==> config.mk <==
export PLATFORM = sky130hd
export DESIGN_NAME = udma_eth_frame_rx_ctrl
export DESIGN_NICKNAME = d
export VERILOG_FILES = /design/src/rtl/udma_eth_frame_pkg.sv /design/src/rtl/udma_eth_frame_rx_ctrl.sv
export SDC_FILE = /design/constraint.sdc
export NUM_CORES = 1
export LEC_CHECK = 0
export CAP_MARGIN = 20
export CORE_ASPECT_RATIO = 1.2
export CORE_MARGIN = 4
export CORE_UTILIZATION = 39
export DETAILED_ROUTE_END_ITERATION = 10
export GPL_TIMING_DRIVEN = 0
export PLACE_DENSITY = 0.76
export SLEW_MARGIN = 25
export SYNTH_ARGS = -nofsm -noshare
export SYNTH_HDL_FRONTEND = slang
export SYNTH_SLANG_ARGS = --single-unit
==> constraint.sdc <==
create_clock -name clk_i -period 1.8 [get_ports clk_i]
set_input_delay 0.27 -clock clk_i [delete_from_list [all_inputs] [get_ports clk_i]]
set_output_delay 0.27 -clock clk_i [all_outputs]
set_load 0.02 [all_outputs]
==> src/rtl/udma_eth_frame_pkg.sv <==
// Shared types and constants for the eth_frame RX path.
package udma_eth_frame_pkg;

    typedef enum logic [2:0] {
        IDLE      = 3'd0,
        RECV      = 3'd1,
        DISCARD   = 3'd2,
        DISCARD_T = 3'd3,
        DONE      = 3'd4,
        WAIT_REL  = 3'd5
    } rx_ctrl_state_e;

    localparam int unsigned STATUS_W    = 3;
    localparam int unsigned ST_OVERFLOW = 0;
    localparam int unsigned ST_OVERLEN  = 1;
    localparam int unsigned ST_MAC_ERR  = 2;

    localparam int unsigned ETH_MAX_FRAME_LEN = 1518;

endpackage

==> src/rtl/udma_eth_frame_rx_ctrl.sv <==
// Frame-level RX sequencer: admits one MAC frame at a time into the RX FIFO,
// reports completion to the config block and waits for software release.
module udma_eth_frame_rx_ctrl
    import udma_eth_frame_pkg::*;
#(
    parameter int unsigned MAX_FRAME_LEN = ETH_MAX_FRAME_LEN,
    parameter int unsigned LEN_W         = 11,
    parameter int unsigned DROP_W        = 16
) (
    input  logic                clk_i,
    input  logic                rstn_i,
    input  logic                mac_valid_i,
    input  logic [7:0]          mac_data_i,
    input  logic                mac_sof_i,
    input  logic                mac_eof_i,
    input  logic                mac_err_i,
    output logic                fifo_valid_o,
    output logic [7:0]          fifo_data_o,
    input  logic                fifo_ready_i,
    input  logic                cfg_rx_blocked_i,
    output logic                cfg_rx_set_blocked_o,
    output logic                cfg_rx_set_eof_o,
    output logic [LEN_W-1:0]    frame_len_o,
    output logic [STATUS_W-1:0] frame_status_o,
    output logic [DROP_W-1:0]   drop_cnt_o
);

    localparam logic [LEN_W-1:0] MAX_LEN = LEN_W'(MAX_FRAME_LEN);

    rx_ctrl_state_e      state_q, state_d;
    logic [LEN_W-1:0]    cnt_q, cnt_d;
    logic [STATUS_W-1:0] status_q, status_d;
    logic                wr_valid_q, wr_valid_d;
    logic [7:0]          wr_data_q, wr_data_d;
    logic [DROP_W-1:0]   drop_q, drop_d;
    logic                seen_hi_q, seen_hi_d;
    logic                rel_pend_q, rel_pend_d;
    logic [LEN_W-1:0]    len_q, len_d;
    logic [STATUS_W-1:0] fstat_q, fstat_d;
    logic                set_pulse;
    logic                release_now;
    logic [DROP_W-1:0]   drop_inc;

    // Release = blocked bit seen high in an earlier cycle and low now.
    assign release_now = seen_hi_q & ~cfg_rx_blocked_i;
    assign drop_inc    = (&drop_q) ? drop_q : drop_q + DROP_W'(1);

    always_comb begin
        state_d    = state_q;
        cnt_d      = cnt_q;
        status_d   = status_q;
        wr_valid_d = 1'b0;
        wr_data_d  = wr_data_q;
        drop_d     = drop_q;
        seen_hi_d  = seen_hi_q;
        rel_pend_d = rel_pend_q;
        len_d      = len_q;
        fstat_d    = fstat_q;
        set_pulse  = 1'b0;

        unique case (state_q)
            IDLE: begin
                if (mac_valid_i && mac_sof_i) begin
                    if (cfg_rx_blocked_i) begin
                        drop_d     = drop_inc;
                        rel_pend_d = 1'b0;
                        if (!mac_eof_i) begin
                            state_d = DISCARD;
                        end
                    end else begin
                        status_d = '0;
                        cnt_d    = '0;
                        if (fifo_ready_i) begin
                            wr_valid_d = 1'b1;
                            wr_data_d  = mac_data_i;
                            cnt_d      = LEN_W'(1);
                        end else begin
                            status_d[ST_OVERFLOW] = 1'b1;
                        end
                        if (mac_eof_i) begin
                            status_d[ST_MAC_ERR] = mac_err_i;
                            state_d              = DONE;
                        end else begin
                            state_d = fifo_ready_i ? RECV : DISCARD_T;
                        end
                    end
                end
            end

            RECV: begin
                if (mac_valid_i) begin
                    if (mac_sof_i) begin
                        // A new SOF cuts the current frame short; the new frame is lost.
                        status_d[ST_MAC_ERR] = 1'b1;
                        state_d              = DONE;
                    end else begin
                        if (!fifo_ready_i) begin
                            status_d[ST_OVERFLOW] = 1'b1;
                        end else if (cnt_q == MAX_LEN) begin
                            status_d[ST_OVERLEN] = 1'b1;
                        end else begin
                            wr_valid_d = 1'b1;
                            wr_data_d  = mac_data_i;
                            cnt_d      = cnt_q + LEN_W'(1);
                        end
                        if (mac_eof_i) begin
                            status_d[ST_MAC_ERR] = status_q[ST_MAC_ERR] | mac_err_i;
                            state_d              = DONE;
                        end else if (!fifo_ready_i || cnt_q == MAX_LEN) begin
                            state_d = DISCARD_T;
                        end
                    end
                end
            end

            DISCARD_T: begin
                if (mac_valid_i && mac_eof_i) begin
                    status_d[ST_MAC_ERR] = status_q[ST_MAC_ERR] | mac_err_i;
                    state_d              = DONE;
                end
            end

            DISCARD: begin
                // When entered from WAIT_REL, keep watching for the software release.
                if (rel_pend_q) begin
                    if (cfg_rx_blocked_i) begin
                        seen_hi_d = 1'b1;
                    end
                    if (release_now) begin
                        rel_pend_d = 1'b0;
                        seen_hi_d  = 1'b0;
                        status_d   = '0;
                    end
                end
                if (mac_valid_i && mac_eof_i) begin
                    state_d = (rel_pend_q && !release_now) ? WAIT_REL : IDLE;
                end
            end

            DONE: begin
                // Hold the pulses until the final FIFO write has left the output stage.
                if (!wr_valid_q) begin
                    set_pulse = 1'b1;
                    len_d     = cnt_q;
                    fstat_d   = status_q;
                    seen_hi_d = 1'b0;
                    state_d   = WAIT_REL;
                end
            end

            WAIT_REL: begin
                if (cfg_rx_blocked_i) begin
                    seen_hi_d = 1'b1;
                end
                if (mac_valid_i && mac_sof_i) begin
                    drop_d     = drop_inc;
                    rel_pend_d = ~release_now;
                    if (release_now) begin
                        seen_hi_d = 1'b0;
                        status_d  = '0;
                    end
                    if (!mac_eof_i) begin
                        state_d = DISCARD;
                    end else if (release_now) begin
                        state_d = IDLE;
                    end
                end else if (release_now) begin
                    seen_hi_d = 1'b0;
                    status_d  = '0;
                    state_d   = IDLE;
                end
            end

            default: begin
                state_d = IDLE;
            end
        endcase
    end

    always_ff @(posedge clk_i or negedge rstn_i) begin
        if (!rstn_i) begin
            state_q    <= IDLE;
            cnt_q      <= '0;
            status_q   <= '0;
            wr_valid_q <= 1'b0;
            wr_data_q  <= '0;
            drop_q     <= '0;
            seen_hi_q  <= 1'b0;
            rel_pend_q <= 1'b0;
            len_q      <= '0;
            fstat_q    <= '0;
        end else begin
            state_q    <= state_d;
            cnt_q      <= cnt_d;
            status_q   <= status_d;
            wr_valid_q <= wr_valid_d;
            wr_data_q  <= wr_data_d;
            drop_q     <= drop_d;
            seen_hi_q  <= seen_hi_d;
            rel_pend_q <= rel_pend_d;
            len_q      <= len_d;
            fstat_q    <= fstat_d;
        end
    end

    assign fifo_valid_o         = wr_valid_q;
    assign fifo_data_o          = wr_data_q;
    assign cfg_rx_set_eof_o     = set_pulse;
    assign cfg_rx_set_blocked_o = set_pulse;
    assign frame_len_o          = len_q;
    assign frame_status_o       = fstat_q;
    assign drop_cnt_o           = drop_q;

endmodule

==> results of run 1 <==
==> repair_timing <==
action | in CTS | in global routing
endpoints found under the setup margin | 58 | 40
gates cloned | 1 | 1
buffers inserted | 21 | 8
hold buffers | 1 | 0
gates resized for setup | 65 | 19
pin swaps | 16 | 18
hold endpoints to repair | 12 | 0
==> power by group <==
| group | switching, µW | total, µW | internal [µW] |
|---|---|---|---|
| logic | 1150 | 2340 | 1190 |
| clock network | 507 | 1250 | 744 |
| registers | 231 | 1800 | 1570 |
==> layer usage <==
metal | routed length, µm | up-vias
li1 | - | 1235
met3 | 508 | 21
met1 | 3440 | 1326
met5 | 0 | -
met4 | 206 | 0
met2 | 4300 | 105
==> cell families (layout without fill, tap and decap cells) <==
group | Yosys count | in the layout | share of synthesized area
xor gates and xnor gates | 24 | 24 | 0.0684
adders and majority gates | 3 | 3 | 0.0122
buffers and inverters | 24 | 125 | 0.0399
DFF | 58 | 58 | 0.473
muxes | 27 | 27 | 0.0978
and+or+nand+nor | 105 | 105 | 0.189
AOI/OAI and AO/OA | 51 | 51 | 0.120
==> sequential cells by signal (all words and copies together), names as in the netlist <==
name and flops:
fifo_valid_o 1, drop_cnt_o 16, frame_status_o 3, status_q 3, seen_hi_q 1, frame_len_o 11, cnt_q 11, rel_pend_q 1
fifo_data_o 8, state_q 3
==> layout make-up <==
class,instances,area [µm²],share of cell area
tap,92,115,0.0255
buffer,15,121,0.0269
timing repair buffer,86,840,0.186
sequential,58,1450,0.322
clock buffer,13,169,0.0374
inverter,9,41.3,0.00915
multi-input combinational,210,1740,0.385
clock inverter,2,35.0,0.00777
==> cells in the final DEF, fill, tap and decap left out, drive strengths merged, types with 4 or more instances in the layout <==
| cell | netlist | routed |
|---|---|---|
| inv | 8 | 9 |
| clkdlybuf4s50 | 0 | 50 |
| xnor2 | 17 | 17 |
| nor3 | 10 | 10 |
| nand4 | 8 | 8 |
| xor2 | 7 | 7 |
| o31ai | 4 | 4 |
| clkbuf | 3 | 16 |
| mux2 | 24 | 24 |
| a21oi | 13 | 13 |
| dfrtp | 58 | 58 |
| nand2b | 4 | 4 |
| and3 | 4 | 4 |
| o21ai | 13 | 13 |
| nor4 | 7 | 7 |
| nand3 | 9 | 9 |
| nor2 | 22 | 22 |
| buf | 12 | 46 |
| nand2 | 24 | 24 |
==> critical path, stage by stage, from the launching register on <==
cell,delay (ns)
dfrtp_2,0.42
inv_2,0.08
ha_4,0.13
nand4bb_1,0.12
buf_4,0.17
o41ai_4,0.26
buf_4,0.20
buf_6,0.11
nor3_2,0.06
xnor2_1,0.22
nor2_1,0.06
==> metrics by stage <==
stage / util / cell area [µm²] / setup slack [ns] / total power [µW]
2_1_floorplan: - / 3090 / -0.0838 / 2880
3_3_place_gp: 0.488 / 3740 / -1.32 / 3540
3_5_place_dp: 0.491 / 3760 / -0.753 / 3600
4_1_cts: 0.568 / 4350 / -0.110 / 5180
5_1_grt: 0.589 / 4510 / -0.224 / 5660
6_report: 0.589 / 4510 / -0.161 / 5390
==> how the worst max path moves through the flow <==
stage,to,slack [ns],cells past startpoint
after CTS,drop_cnt_o[1],-0.11,6
after global placement,state_q[1],-1.32,1
after floorplan,drop_cnt_o[1],-0.08,5
after global routing,cnt_q[3],-0.22,10
after detailed placement,cfg_rx_set_eof_o,-0.75,6
final,cnt_q[3],-0.16,10
==> run summary, run 1 <==
largest net degree at the start of global routing = 47
violated checks = negative setup slack
row cnt = 35
hold depth = 3
vias = 2687
r2r endpoint = cnt_q[3]
worst vdd ir = 0.000812 V
Fillers = 601
Final GP Congestion = 0.939
Cell Area, Synth = 3070 µm²
Max Cap Viol = 0
Max Slew Vio Count = 0
IO Count = 57
EDFF count, synth = 0
Unique masters post-synth = 52
r2r setup slk = -0.16 ns
Setup-failing EPs final = 33
Leakage = 0.00198 µW
worst r2r src = cnt_q[0]
residual DRC count = 0
gr busiest metal = met2
met2 Track Usage GR = 0.291
CP Capture Type = register
final clock skew = 0.00834 ns
Post-Syn Area per Cell = 10.5 µm²
Worst-Margin Slew = 0.447 ns
Avg Vias per Cell = 5.54
Synth area leader = dfrtp_1
most common library cells after synthesis = dfrtp_1, mux2_2, nand2_1
M3 GR Usage = 0.0461
Initial Util = 0.401
worst hold start = cfg_rx_blocked_i
ranking of synthesized cells by area = dfrtp_1, mux2_2, xnor2_1
met1 usage = 0.223
Worst Hold Path EP = seen_hi_q
hold slack = 0.283 ns
final setup margin = -0.161 ns
Starting DRT DRC Count = 260
post-DP HPWL = 5070 µm
Mapped Cells = 292
Async SR Flop Fraction = 1.00
die span in y = 105 µm
Synth top area share = 0.473
Syn Nets = 311
input/output buffers = 53
CTS tree = built
DR WL/cell = 17.4 µm
Hold Crit Class = input pin to register
relative slew slack = 0.702
Max Fanout on Critical Path = 3
Layout area overhead = 46.8%
Required @ worst endpoint = 2.01 ns
CTS Buf Count = 9
Placed Cells = 438
Clock Latency Late Sink = 0.34 ns
htree depth = 3
Cell Count, Final, Fillers Out = 485
prevailing post-synth register cell = dfrtp_1
Nets = 408
setup TNS = -2.17 ns
clk sinks = 58
GRT Residual Overflow = 0
Hold Fails Final Rpt = 0
Die ar. = 9370 µm²
WL final = 8450 µm
status = complete, but fails checks
Fmax = 0.510 GHz
synthesis-stage register bit count = 58
DR pass1 iterations = 4
power per cell area = 1190 nW/µm²
layout cells sized above 1 = 0.326
min cycle time layout = 1.96 ns
# diodes = 0
Total GRT Usage = 0.181
Worst Setup SP = cnt_q[0]
initial antenna violation count = 0
Final ANT Viol Nets = 0
Startpoint Class = register
Yosys warning count = 0
reg2reg path depth = 10
WP data arrival = 2.18 ns
cell with the most instances after synthesis = dfrtp_1
vias in the first global route = 2666
Die X = 89.0 µm
RSZ-0062 raised after global routing = yes
CORE AREA = 7660 µm²
Root Buffer = clkbuf_8
Worst-path clk slew = 0.06 ns
critical path class = register to register
Seq/Total Area, Yosys = 0.473
first-pass GRT wire length = 13100 µm
Clock Tree Buf Depth = 2
Final period util = 1.09
(Power assumes the default switching activity.)
==> run 2, diff against run 1 <==
--- a/config.mk
+++ b/config.mk
@@ -9,6 +9,7 @@
 export CORE_ASPECT_RATIO = 1.2
 export CORE_MARGIN = 4
 export CORE_UTILIZATION = 39
+export CTS_CLUSTER_DIAMETER = 100
 export DETAILED_ROUTE_END_ITERATION = 10
 export GPL_TIMING_DRIVEN = 0
 export PLACE_DENSITY = 0.76
==> results of run 2 <==
Same layout as run 1: the final DEF is identical, and so are final timing and power.
==> run 3, diff against run 2 <==
--- a/config.mk
+++ b/config.mk
@@ -12,7 +12,7 @@
 export CTS_CLUSTER_DIAMETER = 100
 export DETAILED_ROUTE_END_ITERATION = 10
 export GPL_TIMING_DRIVEN = 0
-export PLACE_DENSITY = 0.76
+export PLACE_DENSITY = 0.74
 export SLEW_MARGIN = 25
 export SYNTH_ARGS = -nofsm -noshare
 export SYNTH_HDL_FRONTEND = slang
==> constraint.sdc (replaced) <==
create_clock -name clk_i -period 2.15 [get_ports clk_i]
set_input_delay 0.3225 -clock clk_i [delete_from_list [all_inputs] [get_ports clk_i]]
set_output_delay 0.3225 -clock clk_i [all_outputs]
set_load 0.02 [all_outputs]
==> run summary, run 3 (synthesis results as in run 1) <==
status = finished clean (was complete, but fails checks)
Leakage = 0.00174 µW (was 0.00198 µW)
Required @ worst endpoint = 1.83 ns (was 2.01 ns)
WP data arrival = 1.72 ns (was 2.18 ns)
final clock skew = 0.00915 ns (was 0.00834 ns)
vias in the first global route = 2539 (was 2666)
htree depth = 3 (unchanged)
Initial Util = 0.401 (unchanged)
crit path cell chain = buf_4, nor4_4, buf_6, buf_4, clkdlybuf4s15_2 (was inv_2, ha_4, nand4bb_1, buf_4, o41ai_4, buf_4, buf_6, nor3_2, xnor2_1, nor2_1)
CTS tree = built (unchanged)
DR pass1 iterations = 4 (unchanged)
Die X = 89.0 µm (unchanged)
most common cell after layout, fill and taps aside = dfrtp_1 (unchanged)
Total Power = 3910 µW (was 5390 µW)
GRT Residual Overflow = 0 (unchanged)
most frequent CP cell = buf_4 (unchanged)
Clock Tree Buf Depth = 2 (unchanged)
Final period util = 0.952
Starting DRT DRC Count = 175 (was 260)
Hold Fails Final Rpt = 0 (unchanged)
input/output buffers = 53 (unchanged)
post-DP HPWL = 5090 µm (was 5070 µm)
CORE AREA = 7660 µm² (unchanged)
WL final = 7210 µm (was 8450 µm)
Clock Latency Late Sink = 0.34 ns (about the same)
Startpoint Class = register (unchanged)
Layout area overhead = 31.1% (was 46.8%)
Final GP Congestion = 0.941 (was 0.939)
largest net degree at the start of global routing = 55 (was 47)
Worst path max stage delay = 0.37 ns (was 0.42 ns)
residual DRC count = 0 (unchanged)
Max Slew Vio Count = 0 (unchanged)
DP Worst Slack = -0.774 ns (was -0.753 ns)
final setup margin = 0.103 ns (was -0.161 ns)
Fmax = 0.489 GHz
layout cells sized above 1 = 0.211 (was 0.326)
CTS Buf Count = 9 (unchanged)
clk sinks = 58 (unchanged)
min cycle time layout = 2.05 ns
Nets = 384 (was 408)
IO Count = 57 (unchanged)
Worst-Margin Slew = 0.461 ns (was 0.447 ns)
Worst-path clk slew = 0.07 ns (was 0.06 ns)
die span in y = 105 µm (unchanged)
hold slack = 0.333 ns (was 0.283 ns)
Setup-failing EPs final = 0 (was 33)
relative slew slack = 0.693 (was 0.702)
row cnt = 35 (unchanged)
Hold Crit Class = input pin to async pin (was input pin to register)
initial antenna violation count = 0 (unchanged)
first-pass GRT wire length = 12200 µm (was 13100 µm)
most frequent cells in the layout = dfrtp_1, clkdlybuf4s50_1, nand2_1, mux2_2, nor2_1 (was dfrtp_1, clkdlybuf4s50_1, buf_4)
power per cell area = 970 nW/µm² (was 1190 nW/µm²)
number of flip-flops in the largest register = 16 (unchanged)
Root Buffer = clkbuf_8 (unchanged)
RSZ-0062 raised after global routing = no (was yes)
CP Capture Type = primary output (was register)
DR WL/cell = 15.6 µm (was 17.4 µm)
Final ANT Viol Nets = 0 (unchanged)
Max Cap Viol = 0 (unchanged)
worst vdd ir = 0.000488 V (was 0.000812 V)
Max Fanout on Critical Path = 10 (was 3)
Avg Vias per Cell = 5.44 (was 5.54)
vias = 2508 (was 2687)
CP max-delay cell = dfrtp_1 (was dfrtp_2)
# diodes = 0 (unchanged)
Total GRT Usage = 0.167 (was 0.181)
Die ar. = 9370 µm² (unchanged)
critical path class = register to primary output (was register to register)
==> run 3: cell count changes in the layout (fill, tap and decap cells not counted), moves of 5 or more <==
cell    before  now
nor4_1       1    6
nor3_1       1    6
mux2_4       9    0
buf_4       26   10
mux2_2      15   24
buf_6       15    3
==> run 3: report_power, final <==
| group | total (µW) | internal (µW) | switching, µW |
|---|---|---|---|
| registers | 1490 | 1310 | 181 |
| logic | 1530 | 721 | 805 |
| clock network | 888 | 469 | 419 |
| total | 3910 | 2500 | 1410 |
==> run 3: worst max-delay path, delay by kind of cell, from the launching register on <==
kind	cells	cell delay, ns
buffers and inverters	4	0.67
AND/OR/NAND/NOR	1	0.35
flip-flops	1	0.37
==> run 3: path summary, 6_finish.rpt <==
| path | start | to | slack, ns | cells after the start |
|---|---|---|---|---|
| worst max-delay path | state_q[0] | cfg_rx_set_eof_o | 0.10 | 5 |
| worst min-delay path | rstn_i | state_q[1] | 0.33 | 2 |
| worst max register to register | cnt_q[0] | state_q[1] | 0.12 | 7 |
| worst min register to register | frame_len_o[7] | frame_len_o[7] | 0.50 | 1 |
| max in group asynchronous | rstn_i | drop_cnt_o[3] | 1.34 | 3 |
| min in group clk_i | cfg_rx_blocked_i | seen_hi_q | 0.35 | 3 |
==> run 3: repair_timing <==
item | in CTS | in global routing
pin swaps | 1 | 5
hold endpoints to repair | 4 | 0
gates resized for setup | 7 | 7
hold buffers | 1 | 0
setup buffers | 3 | 4
setup endpoints to repair | 11 | 19
==> run 3: metal layers <==
| layer | up-vias | GRT usage | part of all wire |
|---|---|---|---|
| met1 | 1227 | 0.207 | 0.41 |
| met3 | 16 | 0.0618 | 0.074 |
| met4 | 0 | 0.0723 | 0.021 |
| met5 | - | 0 | 0 |
| li1 | 1190 | - | - |
| met2 | 75 | 0.258 | 0.49 |
==> run 3: cell type report <==
cell class / instances / area, µm²
clock inverters: 3 / 15.0
flip-flops and latches: 58 / 1450
well taps: 92 / 115
fillers: 687 / 3640
repair buffers: 62 / 618
inverters: 9 / 36.3
plain buffers: 15 / 93.8
clock buffers: 12 / 155
multi-input cells: 210 / 1540
==> run 3: through the flow <==
step           setup TNS [ns]  cell area (µm²)  cells   util
6_report                    0             4030    461  0.526
5_1_grt                     0             4030    461  0.526
4_1_cts                     0             3960    457  0.517
3_5_place_dp            -4.20             3740    438  0.488
3_3_place_gp           -62.74             3720    437  0.485
2_1_floorplan               0             3070    292      -
